--- src/rtl/bus_fabric.sv ---
// rtl/bus_fabric.sv - single-master bus fabric with windowed decode, ready handshake and timeout
module bus_fabric #(
  parameter int ADDR_W     = 32,
  parameter int DATA_W     = 32,
  parameter int N_SLAVES   = 4,
  parameter int SLOT_SHIFT = 13,
  parameter int SLOT_W     = 3,
  parameter int TIMEOUT    = 255
) (
  input  logic                         clk,
  input  logic                         rst,
  input  logic                         cpu_req,
  input  logic                         cpu_we,
  input  logic [ADDR_W-1:0]            cpu_addr,
  input  logic [DATA_W-1:0]            cpu_wdata,
  input  logic [DATA_W/8-1:0]          cpu_wstrb,
  output logic [DATA_W-1:0]            cpu_rdata,
  output logic                         cpu_ready,
  output logic                         cpu_err,
  output logic [N_SLAVES-1:0]          s_sel,
  output logic                         s_we,
  output logic [ADDR_W-1:0]            s_addr,
  output logic [DATA_W-1:0]            s_wdata,
  output logic [DATA_W/8-1:0]          s_wstrb,
  input  logic [N_SLAVES*DATA_W-1:0]   s_rdata,
  input  logic [N_SLAVES-1:0]          s_ready
);

  localparam int STRB_W = DATA_W / 8;
  localparam int HI_LSB = SLOT_SHIFT + SLOT_W;
  // A zero TIMEOUT still needs a one-bit counter so the flop is legal; it never moves.
  localparam int CNT_W  = (TIMEOUT > 0) ? $clog2(TIMEOUT + 1) : 1;
  localparam logic [CNT_W-1:0]  CNT_MAX  = CNT_W'(TIMEOUT);
  localparam logic [ADDR_W-1:0] OFF_MASK = ADDR_W'((64'd1 << SLOT_SHIFT) - 64'd1);

  typedef enum logic [1:0] {IDLE, ACCESS, RESP} state_e;

  state_e              state_q, state_d;
  logic [N_SLAVES-1:0] sel_q, sel_d;
  logic                we_q, we_d;
  logic [ADDR_W-1:0]   addr_q, addr_d;
  logic [DATA_W-1:0]   wdata_q, wdata_d;
  logic [STRB_W-1:0]   wstrb_q, wstrb_d;
  logic [DATA_W-1:0]   rdata_q, rdata_d;
  logic                ready_q, ready_d;
  logic                err_q, err_d;
  logic [CNT_W-1:0]    cnt_q, cnt_d;

  logic [31:0]         slot32;
  logic                dec_err;
  logic [N_SLAVES-1:0] dec_sel;
  logic [DATA_W-1:0]   sel_rdata;
  logic                sel_ready;
  logic                timeout_hit;

  // Address decode of the incoming request: slot index, window range and word alignment.
  always_comb begin
    slot32  = 32'(cpu_addr[SLOT_SHIFT +: SLOT_W]);
    dec_err = (|(cpu_addr >> HI_LSB)) || (slot32 >= 32'(N_SLAVES)) || (cpu_addr[1:0] != 2'b00);
    dec_sel = '0;
    for (int k = 0; k < N_SLAVES; k++) dec_sel[k] = (slot32 == 32'(k));
  end

  // Only the selected slave's ready and read data are visible; stray readies are masked off.
  always_comb begin
    sel_rdata = '0;
    for (int k = 0; k < N_SLAVES; k++) begin
      if (sel_q[k]) sel_rdata = sel_rdata | s_rdata[k*DATA_W +: DATA_W];
    end
    sel_ready   = |(s_ready & sel_q);
    timeout_hit = (TIMEOUT != 0) && ((32'(cnt_q) + 32'd1) >= 32'(TIMEOUT));
  end

  // Next-state and registered outputs of the IDLE/ACCESS/RESP transaction FSM.
  always_comb begin
    state_d = state_q;
    sel_d   = sel_q;
    we_d    = we_q;
    addr_d  = addr_q;
    wdata_d = wdata_q;
    wstrb_d = wstrb_q;
    rdata_d = rdata_q;
    ready_d = 1'b0;
    err_d   = 1'b0;
    cnt_d   = cnt_q;
    case (state_q)
      IDLE: begin
        if (cpu_req) begin
          if (dec_err) begin
            state_d = RESP;
            ready_d = 1'b1;
            err_d   = 1'b1;
            rdata_d = '0;
          end else begin
            state_d = ACCESS;
            sel_d   = dec_sel;
            we_d    = cpu_we;
            addr_d  = cpu_addr & OFF_MASK;
            wdata_d = cpu_wdata;
            wstrb_d = cpu_wstrb;
            cnt_d   = '0;
          end
        end
      end
      ACCESS: begin
        if (sel_ready) begin
          state_d = RESP;
          sel_d   = '0;
          ready_d = 1'b1;
          rdata_d = we_q ? '0 : sel_rdata;
        end else if (timeout_hit) begin
          state_d = RESP;
          sel_d   = '0;
          ready_d = 1'b1;
          err_d   = 1'b1;
          rdata_d = '0;
        end else if (cnt_q != CNT_MAX) begin
          cnt_d = cnt_q + CNT_W'(1);
        end
      end
      RESP: begin
        // Response lasts one cycle; the read data is cleared so it cannot be mistaken later.
        state_d = IDLE;
        rdata_d = '0;
      end
      default: state_d = IDLE;
    endcase
  end

  // State and output registers; reset abandons any transaction without a response.
  always_ff @(posedge clk or negedge rst) begin
    if (!rst) begin
      state_q <= IDLE;
      sel_q   <= '0;
      we_q    <= 1'b0;
      addr_q  <= '0;
      wdata_q <= '0;
      wstrb_q <= '0;
      rdata_q <= '0;
      ready_q <= 1'b0;
      err_q   <= 1'b0;
      cnt_q   <= '0;
    end else begin
      state_q <= state_d;
      sel_q   <= sel_d;
      we_q    <= we_d;
      addr_q  <= addr_d;
      wdata_q <= wdata_d;
      wstrb_q <= wstrb_d;
      rdata_q <= rdata_d;
      ready_q <= ready_d;
      err_q   <= err_d;
      cnt_q   <= cnt_d;
    end
  end

  assign cpu_rdata = rdata_q;
  assign cpu_ready = ready_q;
  assign cpu_err   = err_q;
  assign s_sel     = sel_q;
  assign s_we      = we_q;
  assign s_addr    = addr_q;
  assign s_wdata   = wdata_q;
  assign s_wstrb   = wstrb_q;

endmodule

--- config.mk ---
export PLATFORM = sky130hd
export DESIGN_NAME = bus_fabric
export DESIGN_NICKNAME = d
export VERILOG_FILES = /design/src/rtl/bus_fabric.sv
export SDC_FILE = /design/constraint.sdc
export NUM_CORES = 1
export LEC_CHECK = 0
export ABC_AREA = 1
export CORE_MARGIN = 2
export CORE_UTILIZATION = 30
export CTS_CLUSTER_SIZE = 25
export DETAILED_ROUTE_END_ITERATION = 10
export GPL_TIMING_DRIVEN = 1
export PLACE_DENSITY_LB_ADDON = 0.25
export SLEW_MARGIN = 20
export SYNTH_ARGS = -nofsm -noshare
export SYNTH_HDL_FRONTEND = slang
export SYNTH_SLANG_ARGS = --single-unit
--- constraint.sdc ---
create_clock -name clk -period 3.05 [get_ports clk]
set_input_delay 0.61 -clock clk [delete_from_list [all_inputs] [get_ports clk]]
set_output_delay 0.61 -clock clk [all_outputs]
set_load 0.03 [all_outputs]
==> reports/metrics.yaml, run 1 <==
timing:
  finalHoldViolCount: 0
  period_share_pct: 73.94
  whs_ns: 0.1603
  fin_worst_skew_ns: 0.006339
  setup_slack_ns: 0.7950
  fin_setup_tns_ns: 0
  period_minus_slack_ns: 2.255
  grt_setup_unrepaired: "no"
  drv_slew: 0
  setup_viol_count_final: 0
  clock.fmax_mhz: 443.5
layout:
  layout-drive-gt1-share_pct: 4.065
  antenna_cells: 0
  syn2layout_area_growth_pct: 65.94
  finalNetCount: 1185
  fin_area_um2: 8504
synth:
  synth-xor-area-share_pct: 0
  avgSynthCellArea_um2: 7.269
  synth_fa_ha_area_share_pct: 0.4883
  yosys.area_share.simple_pct: 36.96
  yosysWarnings: 0
  synthTopCellsByCount: "nand2_1, dfrtp_1, a41oi_1, nor2_1"
  syn_inst: 705
  synthMuxAreaShare_pct: 0
  async_flop_share_pct: 100.0
  ys.flop_type: "dfrtp_1"
  synth_top_family_by_area: "simple AND/OR/NAND/NOR gates"
  synth_top_area_cell: "dfrtp_1"
  synth_top_area_share_pct: 47.85
  synth.area.top_cells: "dfrtp_1, nand2_1, a41oi_1"
  ys_types: 26
  synth.most_common_cell: "nand2_1"
  synth.yosys.seq_area_share_pct: 47.85
  syn_area_um2: 5125
  ys_ff_latch: 98
  synth_edf_count: 0
  synth-compound-area-share_pct: 6.543
clocking:
  tritoncts: "yes"
  cts_setup_buffers: 0
  ctsHoldBuffers: 0
  h-tree-depth: 3
  cts_sinks: 98
  clock_path_buffers: 2
  root_buffer: "clkbuf_16"
  clk_latency_ns: 0.34
  cts_buffers: 9
  ctsResizeCount: 0
  cts.clk_slew.worst_paths_ns: 0.07
power_and_ir_drop:
  p_int_mw: 2.792
  switchingPower_mw: 1.405
  sw_frac_of_total_pct: 33.47
  p_per_area_nw_per_um2: 493.5
  leakage_nw: 3.906
  peakVddDrop_mv: 0.2721
  p_total_mw: 4.197
  combinationalPowerShare_pct: 35.4
  p_seq_share_pct: 33.0
  p_clk_share_pct: 31.6
worst_setup_path:
  rr_startpoint: "cnt_q[0]"
  crit_cells: 2
  reg2reg_slack_ns: 0.91
  crit_path_start: "s_sel[0]"
  crit_chain: "buf_4 > clkdlybuf4s50_1"
  critPathBufInv: 2
  cp_max_fo: 13
  endpoint_kind: "output port"
  cp-start-kind: "register"
  cp.arrival_ns: 1.65
  max_stage_delay_ns: 0.70
  cp_top_family: "buffers and inverters"
  required_ns: 2.44
  cpMaxStageDelayCell: "clkdlybuf4s50_1"
  crit_end: "s_sel[0]"
  worst-r2r-cell-count: 12
  crit_type: "register to output port"
  rr_endpoint: "cpu_rdata[1]"
global_routing:
  overflow: 0
  grt_pass1_wl_um: 27500
  use_met2_pct: 31.75
  antenna_found_initial: 0
  grt_use_total_pct: 19.14
  grt_max_degree: 76
  grt_pass1_vias: 5359
  use_met3_pct: 7.057
  use_met1_pct: 22.93
  busiest_layer: "met2"
routing:
  firstDrtPassIters: 4
  dr.first_iter.drc_count: 245
  ant_nets: 0
  drt-wirelength-per-cell_um: 14.60
  drc: 0
  routed_wirelength_um: 17580
  vias: 5396
  via_per_inst: 4.482
floorplan:
  initial_core_util_pct: 30.79
  pin_count: 311
  coreArea_um2: 16640
  die_area_um2: 18140
  num_rows: 47
  die_w_um: 134.7
  dieHeight_um: 134.7
worst_hold_path:
  hp-class: "input port to asynchronous set/reset pin"
placement:
  post-place-ws_ns: 0.5909
  port_buffers: 291
  placed_area_um2: 8164
  dp_hpwl_um: 12890
  gp_congestion: 0.7747
outcome:
  outcome: "completed"
flow_run:
  cap_violations: 0
flip-flops by register name, summed over array words and instances (netlist names):
name and cells:
state_q 2, cpu_ready 1, s_wstrb 4, s_wdata 32, cnt_q 8, s_we 1
cpu_err 1, s_addr 13, s_sel 4, cpu_rdata 32
worst min path at each step:
stage	startpoint	end	slack, ns	depth (start not counted)
6_report	rst	cpu_rdata[15]	0.16	1
2_1_floorplan	rst	cnt_q[0]	0.31	0
3_5_place_dp	cpu_rdata[17]	cpu_rdata[17]	0.46	2
4_1_cts	rst	cpu_rdata[15]	0.16	1
3_3_place_gp	cpu_rdata[4]	cpu_rdata[4]	0.45	2
5_1_grt	rst	cpu_rdata[15]	0.17	1
cell families (layout without fill, tap and decap cells):
family                     Yosys count  in the layout
DFF                                 98             98
AOI/OAI and AO/OA                   41             41
other                                1             19
buffers and inverters               80            341
and+or+nand+nor                    483            483
adders and majority gates            2              2
worst register-to-register path, cell delays in order (launching register included):
cell	delay, ns
dfrtp_1	0.46
inv_1	0.07
ha_1	0.32
nor2_1	0.09
nor2_1	0.05
nor2_1	0.08
nand3_1	0.08
nor2_1	0.09
nand2_1	0.11
nand3_4	0.18
nand2_4	0.27
nand2_1	0.16
nand2_1	0.06
cells in the final DEF, fill, tap and decap left out, types with 2 or more instances in the layout:
cell type / n
buf_12: 2
o21ai_0: 2
nor4_1: 4
a21oi_1: 3
nand3_1: 21
clkbuf_16: 9
nand4_1: 2
nand2_2: 3
nor2_1: 29
a41oi_1: 32
inv_1: 18
inv_6: 2
bufinv_16: 3
clkdlybuf4s50_1: 290
clkbuf_1: 2
a22o_1: 2
ha_1: 2
buf_4: 10
dfrtp_1: 98
inv_2: 5
nand2_1: 418
conb_1: 19
area by class of cell:
type | instances | area [um^2]
Fill cell | 1612 | 8138
Timing Repair Buffer | 302 | 3018
Sequential cell | 98 | 2452
Multi-Input combinational cell | 545 | 2332
Tap cell | 220 | 275.3
Clock buffer | 11 | 232.7
Clock inverter | 5 | 107.6
Inverter | 23 | 86.33
through the flow:
step | std cells | utilization [%]
2_1_floorplan | 723 | -
6_report | 1204 | 51.10
3_3_place_gp | 1188 | 49.06
3_5_place_dp | 1188 | 49.06
4_1_cts | 1204 | 51.10
5_1_grt | 1204 | 51.10
power groups by stage:
stage	combinational [mW]	clock [mW]	sequential [mW]
4_1_cts	1.51	1.36	1.39
2_1_floorplan	0.845	0	1.46
6_report	1.48	1.33	1.39
3_5_place_dp	1.50	0	1.41
5_1_grt	1.64	1.41	1.39
3_3_place_gp	1.51	0	1.41
layer usage:
metal,vias to the layer above,routed length (um)
met2,222,7969
met1,2424,7448
met3,18,1822
met5,-,0
li1,2732,-
met4,0,339
Power figures use the tool's default switching activity.
==> run 2: changes to the inputs <==
Clock period 3.05 ns to 2.1 ns, I/O delays scaled along.
==> run 2 against run 1 <==
  * Routed wire length down 0.31%
  * Via count up 0.67%
  * Global-route usage down 0.095 points
  * Flip-flop and latch count unchanged
  * Non-clock buffer count up 14
  * Core utilization up 0.44 points
  * Setup slack worse by 0.64 ns
  * Sequential power up 42%
  * First-iteration DRC count down 11%
  * Register-to-register slack worse by 0.75 ns
==> reports/metrics.yaml, run 2 (synthesized netlist as in run 1, its figures left out) <==
layout:
  finalNetCount: 1199  # +1.2%
  final_cell_mix: "nand2_1, clkdlybuf4s50_1, dfrtp_1, a41oi_1, nor2_1"
  seq_area_um2: 2454  # about the same
  antenna_cells: 0  # unchanged
  fin_area_um2: 8578  # +0.87%
  layout-drive-gt1-share_pct: 6.112  # +2.0 points
  multi_input_area_um2: 2335  # +0.11%
  n_fill_cell: 1631  # +1.2%
  syn2layout_area_growth_pct: 67.38
  final_common_cell: "nand2_1"
worst_setup_path:
  critPathMostFrequentCell: "nor2_1"
  crit_chain: "inv_1 > ha_1 > nor2_1 > nor2_1 > nor2_1 > nand3_1 > nor2_1 > nand2_1 > nand3_4 > buf_4 > nand2_2 > nand2_1 > nand2_1"
  crit_type: "register to register"
  cp-start-kind: "register"
  required_ns: 2.34  # -0.10 ns
  endpoint_kind: "register"
  crit_path_start: "cnt_q[0]"
  cpMaxStageDelayCell: "dfrtp_2"
  critPathBufInv: 2  # unchanged
  max_stage_delay_ns: 0.40  # -0.30 ns
  cp_max_fo: 10  # -3
  rr_startpoint: "cnt_q[0]"
  cp.arrival_ns: 2.18  # +0.53 ns
  cp_top_family: "simple AND/OR/NAND/NOR gates"
timing:
  period_minus_slack_ns: 1.940
  slew_headroom_pct: 64.91
  setup_viol_count_final: 0  # unchanged
  setup_slack_ns: 0.1596  # -0.6354 ns
  grt_setup_unrepaired: "no"
  drv_slew: 0  # unchanged
  clock.fmax_mhz: 515.3
  finalHoldViolCount: 0  # unchanged
  period_share_pct: 92.40
  max_slew.worst_pin.slew_ns: 0.5264
  fin_worst_skew_ns: 0.008535  # +0.002197 ns
global_routing:
  grt_use_total_pct: 19.05  # -0.095 points
  antenna_found_initial: 0  # unchanged
  grt_pass1_vias: 5281  # -1.5%
  overflow: 0  # unchanged
  grt_max_degree: 35  # -54%
  grt_pass1_wl_um: 27290  # -0.75%
floorplan:
  initial_core_util_pct: 30.79  # unchanged
  dieHeight_um: 134.7  # unchanged
  coreArea_um2: 16640  # unchanged
  pin_count: 311  # unchanged
  die_w_um: 134.7  # unchanged
  num_rows: 47  # unchanged
  die_area_um2: 18140  # unchanged
worst_hold_path:
  hp-class: "input port to asynchronous set/reset pin"
clocking:
  root_buffer: "clkbuf_16"
  cts_sinks: 98  # unchanged
  clk_latency_ns: 0.35  # about the same
  cts_buffers: 9  # unchanged
  clock_path_buffers: 2  # unchanged
  cts.clk_slew.worst_paths_ns: 0.07  # about the same
  h-tree-depth: 3  # unchanged
  tritoncts: "yes"
  ctsHoldBuffers: 0  # unchanged
placement:
  post-place-ws_ns: -0.04363  # -0.6345 ns
  gp_congestion: 0.8049  # +3.9%
  port_buffers: 291  # unchanged
  placed_area_um2: 8279  # +1.4%
  dp_hpwl_um: 12880  # about the same
routing:
  ant_nets: 0  # unchanged
  drt-wirelength-per-cell_um: 14.39  # -1.5%
  vias: 5432  # +0.67%
  firstDrtPassIters: 6  # +2
  routed_wirelength_um: 17530  # -0.31%
  drc: 0  # unchanged
  dr.first_iter.drc_count: 219  # -11%
  via_per_inst: 4.460  # -0.49%
power_and_ir_drop:
  p_int_mw: 3.743  # +34%
  p_seq_share_pct: 34.3  # +1.3 points
  switchingPower_mw: 2.042  # +45%
  leakage_nw: 3.959  # +1.4%
  p_clk_share_pct: 27.8  # -3.8 points
  p_per_area_nw_per_um2: 674.4  # +37%
  sw_frac_of_total_pct: 35.29  # +1.8 points
  combinationalPowerShare_pct: 37.9  # +2.5 points
  peakVddDrop_mv: 0.3621  # +33%
flow_run:
  cap_violations: 0  # unchanged
outcome:
  outcome: "completed"
==> run 2: cell types whose count changed in the layout (fill, tap and decap cells not counted), sizes merged <==
cell           previous run  this run
buf                      12        31
bufinv                    3         0
clkbuf                   11        12
clkdlybuf4s50           290       285
clkinv                    0         1
clkinvlp                  0         1
==> run 2: per-stage QoR <==
stage | hold slack, ns | util (%) | std cells | power (mW) | setup TNS [ns]
final | 0.02941 | 51.54 | 1218 | 5.785 | 0
after global routing | 0.06058 | 51.54 | 1218 | 6.136 | 0
after CTS | 0.03794 | 51.43 | 1216 | 5.870 | 0
after detailed placement | 0.4223 | 49.75 | 1200 | 4.232 | -0.2677
after global placement | 0.4166 | 49.75 | 1200 | 4.241 | 0
after floorplan | 0.1244 | - | 723 | 3.353 | 0
==> run 2: power by group through the flow <==
stage,combinational (mW),sequential [mW],clock (mW)
global route,2.42,1.99,1.73
finish,2.19,1.98,1.61
floorplan,1.23,2.13,0
global placement,2.22,2.02,0
CTS,2.22,1.99,1.66
detailed placement,2.21,2.02,0
==> run 2: worst paths after layout <==
kind / to / slack [ns] / cells after the start
setup / recovery: cnt_q[0] / 0.16 / 13
min in group clk: cpu_rdata[26] / 0.47 / 2
setup reg to reg: cnt_q[0] / 0.16 / 13
hold / removal: cpu_rdata[19] / 0.03 / 1
hold reg to reg: cpu_rdata[26] / 0.47 / 2
max in group asynchronous: s_addr[11] / 1.46 / 2
==> run 2: area by class of cell <==
type	instances	area share, %
clock buffer	12	2.873
tap	220	3.209
inverter	23	1.006
timing repair buffer	316	36.70
clock inverter	4	0.3938
multi-input combinational	545	27.22
sequential	98	28.60
==> run 2: worst reg2reg max path, cell delays in order (launching register included) <==
cell and delay [ns]:
dfrtp_2 0.40, inv_1 0.05, ha_1 0.29, nor2_1 0.09, nor2_1 0.04, nor2_1 0.09, nand3_1 0.08, nor2_1 0.10
nand2_1 0.11, nand3_4 0.12, buf_4 0.18, nand2_2 0.13, nand2_1 0.10, nand2_1 0.05
==> run 2: metal layers <==
| layer | up-vias | global-route usage, % | share of wire, % |
|---|---|---|---|
| met5 | - | 0 | 0 |
| met4 | 0 | 5.789 | 1.7 |
| met3 | 18 | 5.968 | 9.4 |
| met2 | 222 | 31.64 | 46 |
| met1 | 2433 | 23.75 | 43 |
| li1 | 2759 | - | - |
==> run 2: what timing repair did <==
item | in CTS | in global routing
setup endpoints to repair | 0 | 8
resized for setup | 0 | 2
setup buffers | 0 | 2
==> run 3: changes to the inputs <==
Settings changed: GPL_TIMING_DRIVEN 1 to 0, TNS_END_PERCENT set to 1.
==> run 3 against run 2 <==
  * Global-route usage is 1.0 points higher
  * Combinational power rose by 7%
  * Clock power up 6%
  * Maximum frequency grew 1.0%
  * Routed wire length increased by 6.1%
  * Via count up 3.6%
  * Non-clock buffer count increased by 33
  * First-iteration DRC count increased by 12%
  * Final area is 1.7% higher
  * Setup slack gained 0.020 ns
  * Core utilization rose by 0.89 points
  * Highest routed layer unchanged
==> reports/metrics.yaml, run 3 (synthesized netlist as in run 1, its figures left out) <==
worst_setup_path:
  cp.arrival_ns: 2.16  # -0.02 ns
  cp_max_fo: 10  # unchanged
  rr_startpoint: "cnt_q[0]"
  endpoint_kind: "register"
  cpMaxStageDelayCell: "clkdlybuf4s50_1"
  critPathBufInv: 3  # +1
  required_ns: 2.34  # about the same
  max_stage_delay_ns: 0.49  # +0.09 ns
  cp_top_family: "buffers and inverters"
  critPathMostFrequentCell: "nand2_1"
  crit_type: "input port to register"
  crit_path_start: "cpu_addr[15]"
  crit_chain: "clkdlybuf4s50_1 > nor3_1 > nand3_1 > nor2_2 > nand2_1 > buf_2 > buf_2 > nand2_1 > nand2_1"
  reg2reg_slack_ns: 0.22  # +0.06 ns
  cp-start-kind: "input port"
floorplan:
  num_rows: 47  # unchanged
  pin_count: 311  # unchanged
  initial_core_util_pct: 30.79  # unchanged
  die_area_um2: 18140  # unchanged
  die_w_um: 134.7  # unchanged
  coreArea_um2: 16640  # unchanged
  dieHeight_um: 134.7  # unchanged
power_and_ir_drop:
  p_per_area_nw_per_um2: 689.4  # +2.2%
  peakVddDrop_mv: 0.3764  # +4.0%
  leakage_nw: 4.051  # +2.3%
  p_total_mw: 6.015  # +4.0%
layout:
  fin_area_um2: 8726  # +1.7%
  final_cell_mix: "nand2_1, clkdlybuf4s50_1, dfrtp_1, a41oi_1, nor2_1"
  layout-drive-gt1-share_pct: 6.984  # +0.87 points
  final_common_cell: "nand2_1"
  antenna_cells: 0  # unchanged
  syn2layout_area_growth_pct: 70.26
  finalNetCount: 1232  # +2.8%
  final_util_pct: 52.43  # +0.89 points
routing:
  vias: 5625  # +3.6%
  via_per_inst: 4.496  # +0.82%
  dr.first_iter.drc_count: 246  # +12%
  drt-wirelength-per-cell_um: 14.86  # +3.3%
  drc: 0  # unchanged
  routed_wirelength_um: 18590  # +6.1%
  ant_nets: 0  # unchanged
  firstDrtPassIters: 4  # -2
timing:
  fin_worst_skew_ns: 0.008660  # +0.0001241 ns
  clock.fmax_mhz: 520.6  # +1.0%
  fin_setup_tns_ns: 0  # unchanged
  finalHoldViolCount: 0  # unchanged
  slew_headroom_pct: 54.64  # -10 points
  period_share_pct: 91.47  # -0.93 points
  grt_setup_unrepaired: "no"
  drv_slew: 0  # unchanged
  max_slew.worst_pin.slew_ns: 0.6805  # +0.1541 ns
  period_minus_slack_ns: 1.921  # -0.01952 ns
  setup_viol_count_final: 0  # unchanged
clocking:
  cts_buffers: 9  # unchanged
  h-tree-depth: 3  # unchanged
  tritoncts: "yes"
  root_buffer: "clkbuf_16"
  clock_path_buffers: 2  # unchanged
  clk_latency_ns: 0.35  # about the same
  cts_setup_buffers: 0  # unchanged
  cts_sinks: 98  # unchanged
  cts.clk_slew.worst_paths_ns: 0.08  # about the same
global_routing:
  grt_use_total_pct: 20.06  # +1.0 points
  grt_pass1_vias: 5432  # +2.9%
  antenna_found_initial: 0  # unchanged
  grt_pass1_wl_um: 28460  # +4.3%
  overflow: 0  # unchanged
  grt_max_degree: 53  # +51%
flow_run:
  cap_violations: 0  # unchanged
placement:
  dp_hpwl_um: 14310  # +11%
  placed_area_um2: 8409  # +1.6%
  port_buffers: 291  # unchanged
  gp_congestion: 0.8115  # +0.82%
outcome:
  outcome: "completed"
worst_hold_path:
  hp-class: "input port to asynchronous set/reset pin"
## run 3: final cells by class
cell class | count | area [um^2]
Clock buffer | 9 | 225.2
Sequential cell | 98 | 2454
Timing Repair Buffer | 292 | 2942
Tap cell | 220 | 275.3
Inverter | 23 | 86.33
Buffer | 57 | 330.3
Fill cell | 1659 | 7916
Clock inverter | 7 | 78.83
Multi-Input combinational cell | 545 | 2335
## run 3: metrics by stage
step,setup slack [ns],cells,hold WS [ns]
floorplan,0.3930,723,0.1244
global route,0.01478,1251,0.03907
finish,0.1791,1251,0.002161
CTS,0.1031,1251,0.01911
global placement,-3.402,1234,0.4518
detailed placement,-0.2221,1235,0.4003
## run 3: timing repair
action,CTS,global route
endpoints found under the setup margin,0,42
resized for setup,0,8
hold buffers,0,0
## run 3: power breakdown
| group | switching (mW) | internal [mW] | total (mW) |
|---|---|---|---|
| clock network | 0.846 | 0.849 | 1.70 |
| logic | 1.34 | 1.00 | 2.34 |
| registers | 0.0290 | 1.95 | 1.98 |
## run 3: path summary, 6_finish.rpt
kind | cells after the start | endpoint
setup / recovery | 9 | s_wstrb[1]
hold / removal | 1 | cpu_rdata[19]
setup reg to reg | 13 | cpu_rdata[16]
hold reg to reg | 2 | cpu_rdata[2]
max in group asynchronous | 2 | s_addr[8]
min in group clk | 2 | cpu_rdata[2]
## run 3: routing by layer
layer / track usage (%) / share of wire, % / vias to the layer above
met5: 0 / 0 / -
met2: 34.55 / 48 / 232
met3: 6.306 / 9.7 / 21
met4: 6.023 / 1.9 / 0
li1: - / - / 2826
met1: 23.98 / 41 / 2546
